`config.mk`:
```
export PLATFORM = sky130hd
export DESIGN_NAME = nibble_adder_tester
export DESIGN_NICKNAME = d
export VERILOG_FILES = /design/src/rtl/nibble_adder_tester.sv
export SDC_FILE = /design/constraint.sdc
export NUM_CORES = 1
export LEC_CHECK = 0
export ABC_CLOCK_PERIOD_IN_PS = 2600
export BUFFER_PORTS_ARGS = -buffer_cell sky130_fd_sc_hd__buf_2
export CAP_MARGIN = 5
export CORE_UTILIZATION = 55
export DETAILED_ROUTE_END_ITERATION = 8
export GPL_TIMING_DRIVEN = 0
export PLACE_DENSITY = 0.77
export SYNTH_ARGS = -nofsm -noshare
export SYNTH_HDL_FRONTEND = slang
export SYNTH_SLANG_ARGS = --single-unit
export TNS_END_PERCENT = 30
```
`constraint.sdc`:
```
create_clock -name clk -period 2.6 [get_ports clk]
set_clock_uncertainty 0.15 [all_clocks]
set_input_delay 0.13 -clock clk [delete_from_list [all_inputs] [get_ports clk]]
set_output_delay 0.13 -clock clk [all_outputs]
set_load 0.05 [all_outputs]
```
`src/rtl/nibble_adder_tester.sv`:
```
// Self-test initiator for the 4-bit nibble adder tile: sweeps operand pairs, checks results after LATENCY edges.
// Optional: define CARRY_CHECK_EN to check the full 5-bit sum and require sum_in[7:5]==0.
module nibble_adder_tester #(
    parameter int NUM_VECTORS = 256,
    parameter int LATENCY     = 1
) (
    input  logic       clk,
    input  logic       reset,
    input  logic       start,
    output logic [7:0] operand_out,
    input  logic [7:0] sum_in,
    output logic       busy,
    output logic       done,
    output logic       pass,
    output logic [7:0] err_count,
    output logic       fail_valid,
    output logic [7:0] fail_vec
);

    typedef enum logic [1:0] {IDLE, RUN, DRAIN, DONE} state_t;

    typedef struct packed {
        logic       valid;
        logic [7:0] vec;
        logic [4:0] expected;
    } entry_t;

    state_t     state_reg, state_next;
    logic [8:0] index_reg, index_next;
    logic [2:0] drain_reg, drain_next;
    logic [7:0] operand_reg, operand_next;
    logic       launch;
    logic [7:0] launch_vec;
    logic       clear_run;

    entry_t     pipe_reg [LATENCY+1];
    entry_t     push_entry;
    entry_t     head;
    logic       mismatch;

    logic [7:0] err_reg;
    logic       fail_valid_reg;
    logic [7:0] fail_vec_reg;

    always_ff @(posedge clk or posedge reset) begin
        if (reset) begin
            state_reg   <= IDLE;
            index_reg   <= '0;
            drain_reg   <= '0;
            operand_reg <= '0;
        end else begin
            state_reg   <= state_next;
            index_reg   <= index_next;
            drain_reg   <= drain_next;
            operand_reg <= operand_next;
        end
    end

    always_comb begin
        state_next   = state_reg;
        index_next   = index_reg;
        drain_next   = drain_reg;
        operand_next = operand_reg;
        launch       = 1'b0;
        launch_vec   = '0;
        clear_run    = 1'b0;
        case (state_reg)
            IDLE, DONE: begin
                if (start) begin
                    state_next   = RUN;
                    operand_next = '0;
                    index_next   = 9'd1;
                    clear_run    = 1'b1;
                    launch       = 1'b1;
                end
            end
            RUN: begin
                // index has run past the last vector: stop launching and let the pipe empty
                if (index_reg == 9'(NUM_VECTORS)) begin
                    state_next   = DRAIN;
                    operand_next = '0;
                    drain_next   = '0;
                end else begin
                    launch       = 1'b1;
                    launch_vec   = index_reg[7:0];
                    operand_next = index_reg[7:0];
                    index_next   = index_reg + 9'd1;
                end
            end
            DRAIN: begin
                if (drain_reg == 3'(LATENCY)) begin
                    state_next = DONE;
                end else begin
                    drain_next = drain_reg + 3'd1;
                end
            end
            default: state_next = IDLE;
        endcase
    end

    always_comb begin
        push_entry.valid    = launch;
        push_entry.vec      = launch_vec;
        push_entry.expected = {1'b0, launch_vec[7:4]} + {1'b0, launch_vec[3:0]};
    end

    // Expected-result pipeline: entry launched on edge k reaches the head for the compare on edge k+LATENCY+1
    always_ff @(posedge clk or posedge reset) begin
        if (reset) begin
            for (int i = 0; i <= LATENCY; i++) begin
                pipe_reg[i] <= '0;
            end
        end else begin
            pipe_reg[0] <= push_entry;
            for (int i = 1; i <= LATENCY; i++) begin
                pipe_reg[i] <= pipe_reg[i-1];
            end
        end
    end

    assign head = pipe_reg[LATENCY];

`ifdef CARRY_CHECK_EN
    assign mismatch = head.valid && (sum_in != {3'b000, head.expected});
`else
    logic unused_upper;
    assign unused_upper = ^{sum_in[7:4], head.expected[4]};
    assign mismatch     = head.valid && (sum_in[3:0] != head.expected[3:0]);
`endif

    always_ff @(posedge clk or posedge reset) begin
        if (reset) begin
            err_reg        <= '0;
            fail_valid_reg <= 1'b0;
            fail_vec_reg   <= '0;
        end else if (clear_run) begin
            err_reg        <= '0;
            fail_valid_reg <= 1'b0;
            fail_vec_reg   <= '0;
        end else if (mismatch) begin
            if (err_reg != 8'hFF) begin
                err_reg <= err_reg + 8'd1;
            end
            if (!fail_valid_reg) begin
                fail_valid_reg <= 1'b1;
                fail_vec_reg   <= head.vec;
            end
        end
    end

    assign operand_out = operand_reg;
    assign busy        = (state_reg == RUN) || (state_reg == DRAIN);
    assign done        = (state_reg == DONE);
    assign pass        = done && (err_reg == 8'd0);
    assign err_count   = err_reg;
    assign fail_valid  = fail_valid_reg;
    assign fail_vec    = fail_vec_reg;

endmodule

```
==> reports/qor.txt, run 1 <==
========================================================================================
Global-route wire length before repair ....................................      8700 um
Overall die height ........................................................      75.1 um
Summed area of non-filler cells in the final layout .......................    3470 um^2
Sum of buffers and inverters on the critical path .........................            2
Hold WC Path Type .........................................................   reg -> reg
Slowest stage cell, crit path ............................................. sky130_fd_sc_hd__mux2i_1
Routed via count ..........................................................         2103
DR iter-0 viols ...........................................................          103
Highest metal used ........................................................         met4
Min Tclk post-route .......................................................      2490 ps
Max Clock Freq ............................................................      402 MHz
Outcome ................................................................... complete, no violations
Post-synthesis share of cell area spent on xor and xnor gates .............        3.57%
Amount of wire on met2 after detailed routing .............................      2710 um
Mapped Area ...............................................................    2940 um^2
Seq/Total Area, Yosys .....................................................        55.3%
Antenna Violating Nets Remaining ..........................................            0
Remaining Overflow, GRT ...................................................            0
Fraction of layout cells with a size suffix above 1 .......................        23.8%
DIE WIDTH .................................................................      75.1 um
Setup-violating endpoint count in the final report ........................            0
Kind of cell adding the most delay to the critical path ................... multiplexers
Initial antenna violation count ...........................................            0
VDD IR-drop max ...........................................................       354 uV
Post-Syn Instances ........................................................          254
Number of sinks driven by the clock tree ..................................           65
Worst Setup Path Type .....................................................   reg -> reg
GP Congestion .............................................................        0.873
Area of the placeable core ................................................    5140 um^2
Metal-1 WL ................................................................      2590 um
Final total negative setup slack ..........................................         0 ps
Simple-Gate Fraction of Synth Area ........................................        15.0%
Count of antenna diodes in the layout .....................................            0
Boundary Pins .............................................................           39
Slew at the pin closest to its max-slew limit .............................       703 ps
Clock latency on the worst-skew pair ......................................       340 ps
Endpoint arrival time on the critical path ................................      2560 ps
Leakage component of the power ............................................      1.61 nW
Detailed-route wire length per cell .......................................      14.9 um
Die Area ..................................................................    5650 um^2
Number of design rule violations left after detail routing ................            0
Worst path required time ..................................................      2680 ps
Synthesized net count .....................................................          279
Syn_area_per_cell .........................................................    11.6 um^2
Clock transition at the registers of the reported paths ...................        70 ps
Number of buffers inserted during clock tree synthesis ....................            9
Number of enable flip-flop cells after synthesis ..........................            0
Final HPWL DP .............................................................      3840 um
Kind of launch point of the worst setup path ..............................         flop
Power density of the placed cells .........................................  700 nW/um^2
Quantity of I/O buffers inserted on ports .................................           34
Unrepaired setup endpoints after global routing ...........................        false
Combinational family with the most area after synthesis ................... simple AND/OR/NAND/NOR gates
Instance area at placement ................................................    3220 um^2
Area occupied by multi-input gates ........................................    1240 um^2
Filler instances ..........................................................          401
Vias per Instance .........................................................         5.58
Adder-cell share of the synthesized area ..................................        6.21%
H-tree levels .............................................................            3
Number of nets in the final layout ........................................          327
Total area of sequential cells ............................................    1630 um^2
Synth-to-layout area growth ...............................................        17.9%
Total wirelength of the detailed-routed design ............................      5610 um
CTS tree ..................................................................          yes
Compound-gate portion of the synthesized area .............................        12.4%
Buffer cell driving the clock tree root ................................... sky130_fd_sc_hd__clkbuf_8
CP Max Fanout .............................................................           10
Effective utilization at floorplan ........................................        57.3%
Maxcap violations .........................................................            0
Final hold vios ...........................................................            0
Minimum hold slack ........................................................       200 ps
Top FF cell, synth ........................................................ sky130_fd_sc_hd__dfrtp_1
Relative slew slack .......................................................        51.8%
Cell row count ............................................................           26
Share of flip-flops with an asynchronous set or reset .....................         100%
Number of search-and-repair iterations in the first detailed-routing pass .            4
Number of register bits inferred by synthesis .............................           65
Maximum number of pins on one net before global-route repair ..............           46
Fin. max-slew vios ........................................................            0
Category of the worst setup path capture point ............................         flop
Maximum clock path buffer count ...........................................            2
Total number of yosys warnings ............................................            0
Via count of the first global-routing pass ................................         1924
Largest stage delay, worst path ...........................................       630 ps
Unique masters post-synth .................................................           50
Post-route clock period utilization .......................................        95.6%
Multiplexer area fraction after synthesis .................................        4.08%
List of cells traversed by the critical path .............................. inv_1, ha_1, mux2i_1, buf_2, mux2_2
Met3 wire length ..........................................................       251 um
Gr usage total ............................................................        21.4%
========================================================================================
final cells by class:
cell class	count	share of cell area [%]
plain buffers	9	1.48
flip-flops and latches	65	46.9
clock inverters	5	1.84
well taps	70	2.52
clock buffers	11	4.08
inverters	14	1.51
multi-input cells	166	35.6
repair buffers	37	6.06
through the flow:
step	setup slack, ps	instances	utilization [%]	total power, mW
after floorplan	263	254	-	1.45
after global placement	-124	358	62.3	1.55
after detailed placement	-128	359	62.7	1.56
after CTS	9.03	377	67.1	2.44
after global routing	0.812	377	67.5	2.54
final	113	377	67.5	2.43
synth_stat cells, types with 3 or more instances:
| cell type | number | area share [%] |
|---|---|---|
| sky130_fd_sc_hd__a21oi_1 | 18 | 3.1 |
| sky130_fd_sc_hd__and2_1 | 10 | 2.1 |
| sky130_fd_sc_hd__clkbuf_1 | 4 | 0.51 |
| sky130_fd_sc_hd__dfrtp_1 | 65 | 55 |
| sky130_fd_sc_hd__ha_1 | 13 | 5.5 |
| sky130_fd_sc_hd__inv_1 | 14 | 1.8 |
| sky130_fd_sc_hd__mux2_2 | 8 | 3.1 |
| sky130_fd_sc_hd__mux2i_1 | 3 | 1.0 |
| sky130_fd_sc_hd__nand2_1 | 9 | 1.1 |
| sky130_fd_sc_hd__nand3_1 | 10 | 1.7 |
| sky130_fd_sc_hd__nand3b_1 | 10 | 2.6 |
| sky130_fd_sc_hd__nor2_1 | 11 | 1.4 |
| sky130_fd_sc_hd__nor3_1 | 3 | 0.51 |
| sky130_fd_sc_hd__o21ai_0 | 15 | 2.6 |
| sky130_fd_sc_hd__o31ai_1 | 4 | 1.0 |
| sky130_fd_sc_hd__or3_1 | 4 | 0.85 |
| sky130_fd_sc_hd__or4_1 | 3 | 0.77 |
| sky130_fd_sc_hd__xnor2_1 | 5 | 1.5 |
| sky130_fd_sc_hd__xor2_1 | 7 | 2.1 |
repair_timing:
action,in CTS,in global routing
endpoints found under the setup margin,1,1
setup buffers,0,0
endpoints found under the hold margin,21,0
pin swaps,0,0
resized for setup,1,4
hold buffers,2,0
kinds of logic after synthesis:
| family | after synthesis |
|---|---|
| buffers and inverters | 23 |
| AOI/OAI and AO/OA | 55 |
| muxes | 11 |
| and+or+nand+nor | 74 |
| xor gates and xnor gates | 12 |
| DFF | 65 |
| adders and majority gates | 14 |
worst paths after layout:
check	slack (ps)	depth (start not counted)	startpoint	end
setup / recovery	110	5	state_reg[0]	operand_out[0]
hold / removal	200	0	pipe_reg[17]	head[3]
setup reg to reg	110	5	state_reg[0]	operand_out[0]
hold reg to reg	200	0	pipe_reg[17]	head[3]
max in group asynchronous	1500	4	reset	operand_out[4]
min in group asynchronous	220	3	reset	drain_reg[2]
report_power, final:
| part | total, mW | switching (mW) | leakage (nW) | internal [mW] |
|---|---|---|---|---|
| logic | 0.405 | 0.288 | 0.708 | 0.117 |
| clock network | 0.885 | 0.409 | 0.100 | 0.476 |
| registers | 1.14 | 0.0785 | 0.799 | 1.06 |
| total | 2.43 | 0.776 | 1.61 | 1.65 |
routing by layer:
layer	vias up	GRT usage [%]
met3	6	6.96
met2	61	34.1
li1	1007	-
met4	0	8.64
met1	1029	27.1
met5	-	0
placed cells by master (no fill, tap or decap), types with 2 or more instances in the layout:
cell,netlist,layout
sky130_fd_sc_hd__ha_1,13,12
sky130_fd_sc_hd__mux2i_1,3,3
sky130_fd_sc_hd__nor2_1,11,11
sky130_fd_sc_hd__nand3_1,10,10
sky130_fd_sc_hd__buf_2,2,36
sky130_fd_sc_hd__dfrtp_1,65,65
sky130_fd_sc_hd__nand2_1,9,9
sky130_fd_sc_hd__o31ai_1,4,4
sky130_fd_sc_hd__nor4_1,2,2
sky130_fd_sc_hd__nor3_1,3,3
sky130_fd_sc_hd__a22o_1,2,2
sky130_fd_sc_hd__buf_6,2,2
sky130_fd_sc_hd__a31oi_1,2,2
sky130_fd_sc_hd__mux2_2,8,8
sky130_fd_sc_hd__xor2_1,7,7
sky130_fd_sc_hd__or4_1,3,3
sky130_fd_sc_hd__clkbuf_1,4,5
sky130_fd_sc_hd__and2_1,10,9
sky130_fd_sc_hd__dlygate4sd3_1,0,2
sky130_fd_sc_hd__a21oi_1,18,18
sky130_fd_sc_hd__clkinv_4,0,2
sky130_fd_sc_hd__nand2b_1,2,2
sky130_fd_sc_hd__o21ai_0,15,15
sky130_fd_sc_hd__clkbuf_8,0,10
sky130_fd_sc_hd__nand3b_1,10,10
sky130_fd_sc_hd__inv_1,14,13
sky130_fd_sc_hd__xnor2_1,5,5
sky130_fd_sc_hd__or3_1,4,4
sky130_fd_sc_hd__and3_2,2,2
Note: power is estimated with default switching activity, not from simulation.
==> run 2, diff against run 1 <==
CELL_PAD_IN_SITES_DETAIL_PLACEMENT = 2   (was unset)
CELL_PAD_IN_SITES_GLOBAL_PLACEMENT = 2   (was unset)
CORE_UTILIZATION = 38   (was 55)
PLACE_DENSITY = unset   (was 0.77)
PLACE_DENSITY_LB_ADDON = 0.1   (was unset)
==> run 2 against run 1 <==
- sequential share of layout area fell by 0.88 points
- global-route usage decreased by 2.5 points
- non-clock buffer count grew 1
- clock power up 9.0%
- final cell count is 8.0% higher
- combinational power rose by 2%
- maximum frequency rose by 3.0%
- flip-flop and latch count did not move
- critical path depth rose by 4
- sequential power about the same
- worst setup slack better by 72 ps
- wire length rose by 26%
- critical path type unchanged
- largest cell class unchanged
==> reports/qor.txt, run 2 (synthesis gave the netlist of run 1 again) <==
========================================================================================
CTS tree ..................................................................          yes
Endpoint arrival time on the critical path ................................      2510 ps
Global-route wire length before repair ....................................     12000 um
Number of nets in the final layout ........................................          328
Area of the placeable core ................................................    7370 um^2
Worst-case setup slack after placement ....................................      -331 ps
Number of sinks driven by the clock tree ..................................           65
Power share of the clock group ............................................        38.3%
Final HPWL DP .............................................................      5080 um
Die Area ..................................................................    8100 um^2
Max Clock Freq ............................................................      414 MHz
GP Congestion .............................................................        0.785
Category of the worst setup path capture point ............................         flop
Number of design rule violations left after detail routing ................            0
Cell internal power dissipation ...........................................      1.72 mW
Kind of cell adding the most delay to the critical path ................... compound AO/OA/AOI/OAI gates
Total wirelength of the detailed-routed design ............................      7060 um
Leakage component of the power ............................................      1.62 nW
Number of buffers inserted during clock tree synthesis ....................            9
Final total negative setup slack ..........................................         0 ps
Worst Setup Path Type .....................................................   reg -> reg
Slew at the pin closest to its max-slew limit .............................       891 ps
Count of antenna diodes in the layout .....................................            0
Clock latency on the worst-skew pair ......................................       340 ps
Vias per Instance .........................................................         5.23
Most frequent cell on the critical path ................................... sky130_fd_sc_hd__ha_1
Effective utilization at floorplan ........................................        39.9%
Post-route clock period utilization .......................................        92.9%
Boundary Pins .............................................................           39
Remaining Overflow, GRT ...................................................            0
DR iter-0 viols ...........................................................           33
Fin. max-slew vios ........................................................            0
Share of total power in combinational logic ...............................        16.4%
Summed area of non-filler cells in the final layout .......................    3540 um^2
Filler-free cell count of the finished design .............................          407
Quantity of I/O buffers inserted on ports .................................           34
Detailed-route wire length per cell .......................................      17.3 um
Slowest stage cell, crit path ............................................. sky130_fd_sc_hd__dfrtp_1
Synth-to-layout area growth ...............................................        20.2%
Hold WC Path Type .........................................................    in -> reg
Fraction of layout cells with a size suffix above 1 .......................        25.0%
Via count of the first global-routing pass ................................         2302
List of cells traversed by the critical path .............................. inv_1, ha_1, and4bb_2, a21boi_4, and2_4, ha_1, a21o_1, a21oi_1, xor2_1
Maximum number of pins on one net before global-route repair ..............           42
Overall die height ........................................................        90 um
Setup-violating endpoint count in the final report ........................            0
H-tree levels .............................................................            3
Antenna Violating Nets Remaining ..........................................            0
Largest stage delay, worst path ...........................................       430 ps
CP Max Fanout .............................................................            4
Setup WS post-layout ......................................................       186 ps
Maxcap violations .........................................................            0
Outcome ................................................................... complete, no violations
Leading cell types in the layout, fill and taps excluded .................. sky130_fd_sc_hd__dfrtp_1, sky130_fd_sc_hd__buf_2, sky130_fd_sc_hd__a21oi_1, sky130_fd_sc_hd__o21ai_0, sky130_fd_sc_hd__inv_1
Switching component of the power ..........................................       796 uW
Relative slew slack .......................................................        40.5%
Worst path required time ..................................................      2700 ps
Unrepaired setup endpoints after global routing ...........................        false
Min Tclk post-route .......................................................      2410 ps
Cell row count ............................................................           31
Instance area at placement ................................................    3260 um^2
Power density of the placed cells .........................................  713 nW/um^2
Buffer cell driving the clock tree root ................................... sky130_fd_sc_hd__clkbuf_8
Maximum clock path buffer count ...........................................            2
Final hold vios ...........................................................            0
Initial antenna violation count ...........................................            0
Switching portion of total power ..........................................        31.6%
DIE WIDTH .................................................................        90 um
Kind of launch point of the worst setup path ..............................         flop
VDD IR-drop max ...........................................................       295 uV
Routed via count ..........................................................         2130
Most common library cell in the layout ignoring fill and taps ............. sky130_fd_sc_hd__dfrtp_1
Sum of buffers and inverters on the critical path .........................            1
Clock transition at the registers of the reported paths ...................        70 ps
Sequential share of power .................................................        45.4%
Gr usage total ............................................................        18.9%
Cell count after placement ................................................          388
Number of search-and-repair iterations in the first detailed-routing pass .            4
========================================================================================
[run 2: final cells by class]
| class | instances | area [um^2] |
|---|---|---|
| fillers | 756 | 3830 |
| flip-flops and latches | 65 | 1630 |
| multi-input cells | 166 | 1240 |
| repair buffers | 38 | 215 |
| clock buffers | 9 | 124 |
| well taps | 99 | 124 |
| clock inverters | 7 | 101 |
| inverters | 14 | 52.6 |
| plain buffers | 9 | 51.3 |
[run 2: power groups by stage]
stage	clock network (mW)	registers (mW)	logic, mW
2_1_floorplan	0	1.32	0.137
3_3_place_gp	0	1.16	0.399
3_5_place_dp	0	1.17	0.418
4_1_cts	0.993	1.15	0.420
5_1_grt	1.03	1.15	0.451
6_report	0.965	1.14	0.413
[run 2: repair_timing]
| action | CTS | global route |
|---|---|---|
| endpoints found under the hold margin | 40 | 0 |
| endpoints found under the setup margin | 4 | 1 |
| resized for setup | 5 | 2 |
| pin swaps | 0 | 1 |
| buffers inserted | 0 | 2 |
| hold buffers | 1 | 0 |
[run 2: worst paths after layout]
kind / from / endpoint / slack (ps) / depth (start not counted)
min in group asynchronous: reset / operand_out[3] / 380 / 3
worst min-delay path: start / state_reg[1] / 20 / 3
worst max register to register: index_reg[1] / pipe_reg[17] / 190 / 9
worst max-delay path: index_reg[1] / pipe_reg[17] / 190 / 9
worst min register to register: pipe_reg[19] / head[5] / 190 / 0
max in group asynchronous: reset / err_count[6] / 1270 / 4
[run 2: worst min-delay path: cells and delay by family]
family,cells,cell delay (ps)
buffers and inverters,1,130
AND/OR/NAND/NOR,1,90
AO/OA/AOI/OAI,1,110
[run 2: stage by stage]
step           hold WS (ps)  utilization [%]  power, mW
4_1_cts                6.92             47.7       2.56
6_report               18.5             48.0       2.52
2_1_floorplan           181                -       1.45
3_5_place_dp            188             44.2       1.58
5_1_grt                13.9             48.0       2.63
3_3_place_gp            183             43.9       1.56
[run 2: per-layer routing]
layer  GRT usage, %  wire (um)  up-vias
met1           22.8       3090     1096
met4           4.84         69        0
met2           33.6       3730       29
met3           4.65        172        7
met5              0          0        -
li1               -          -      998
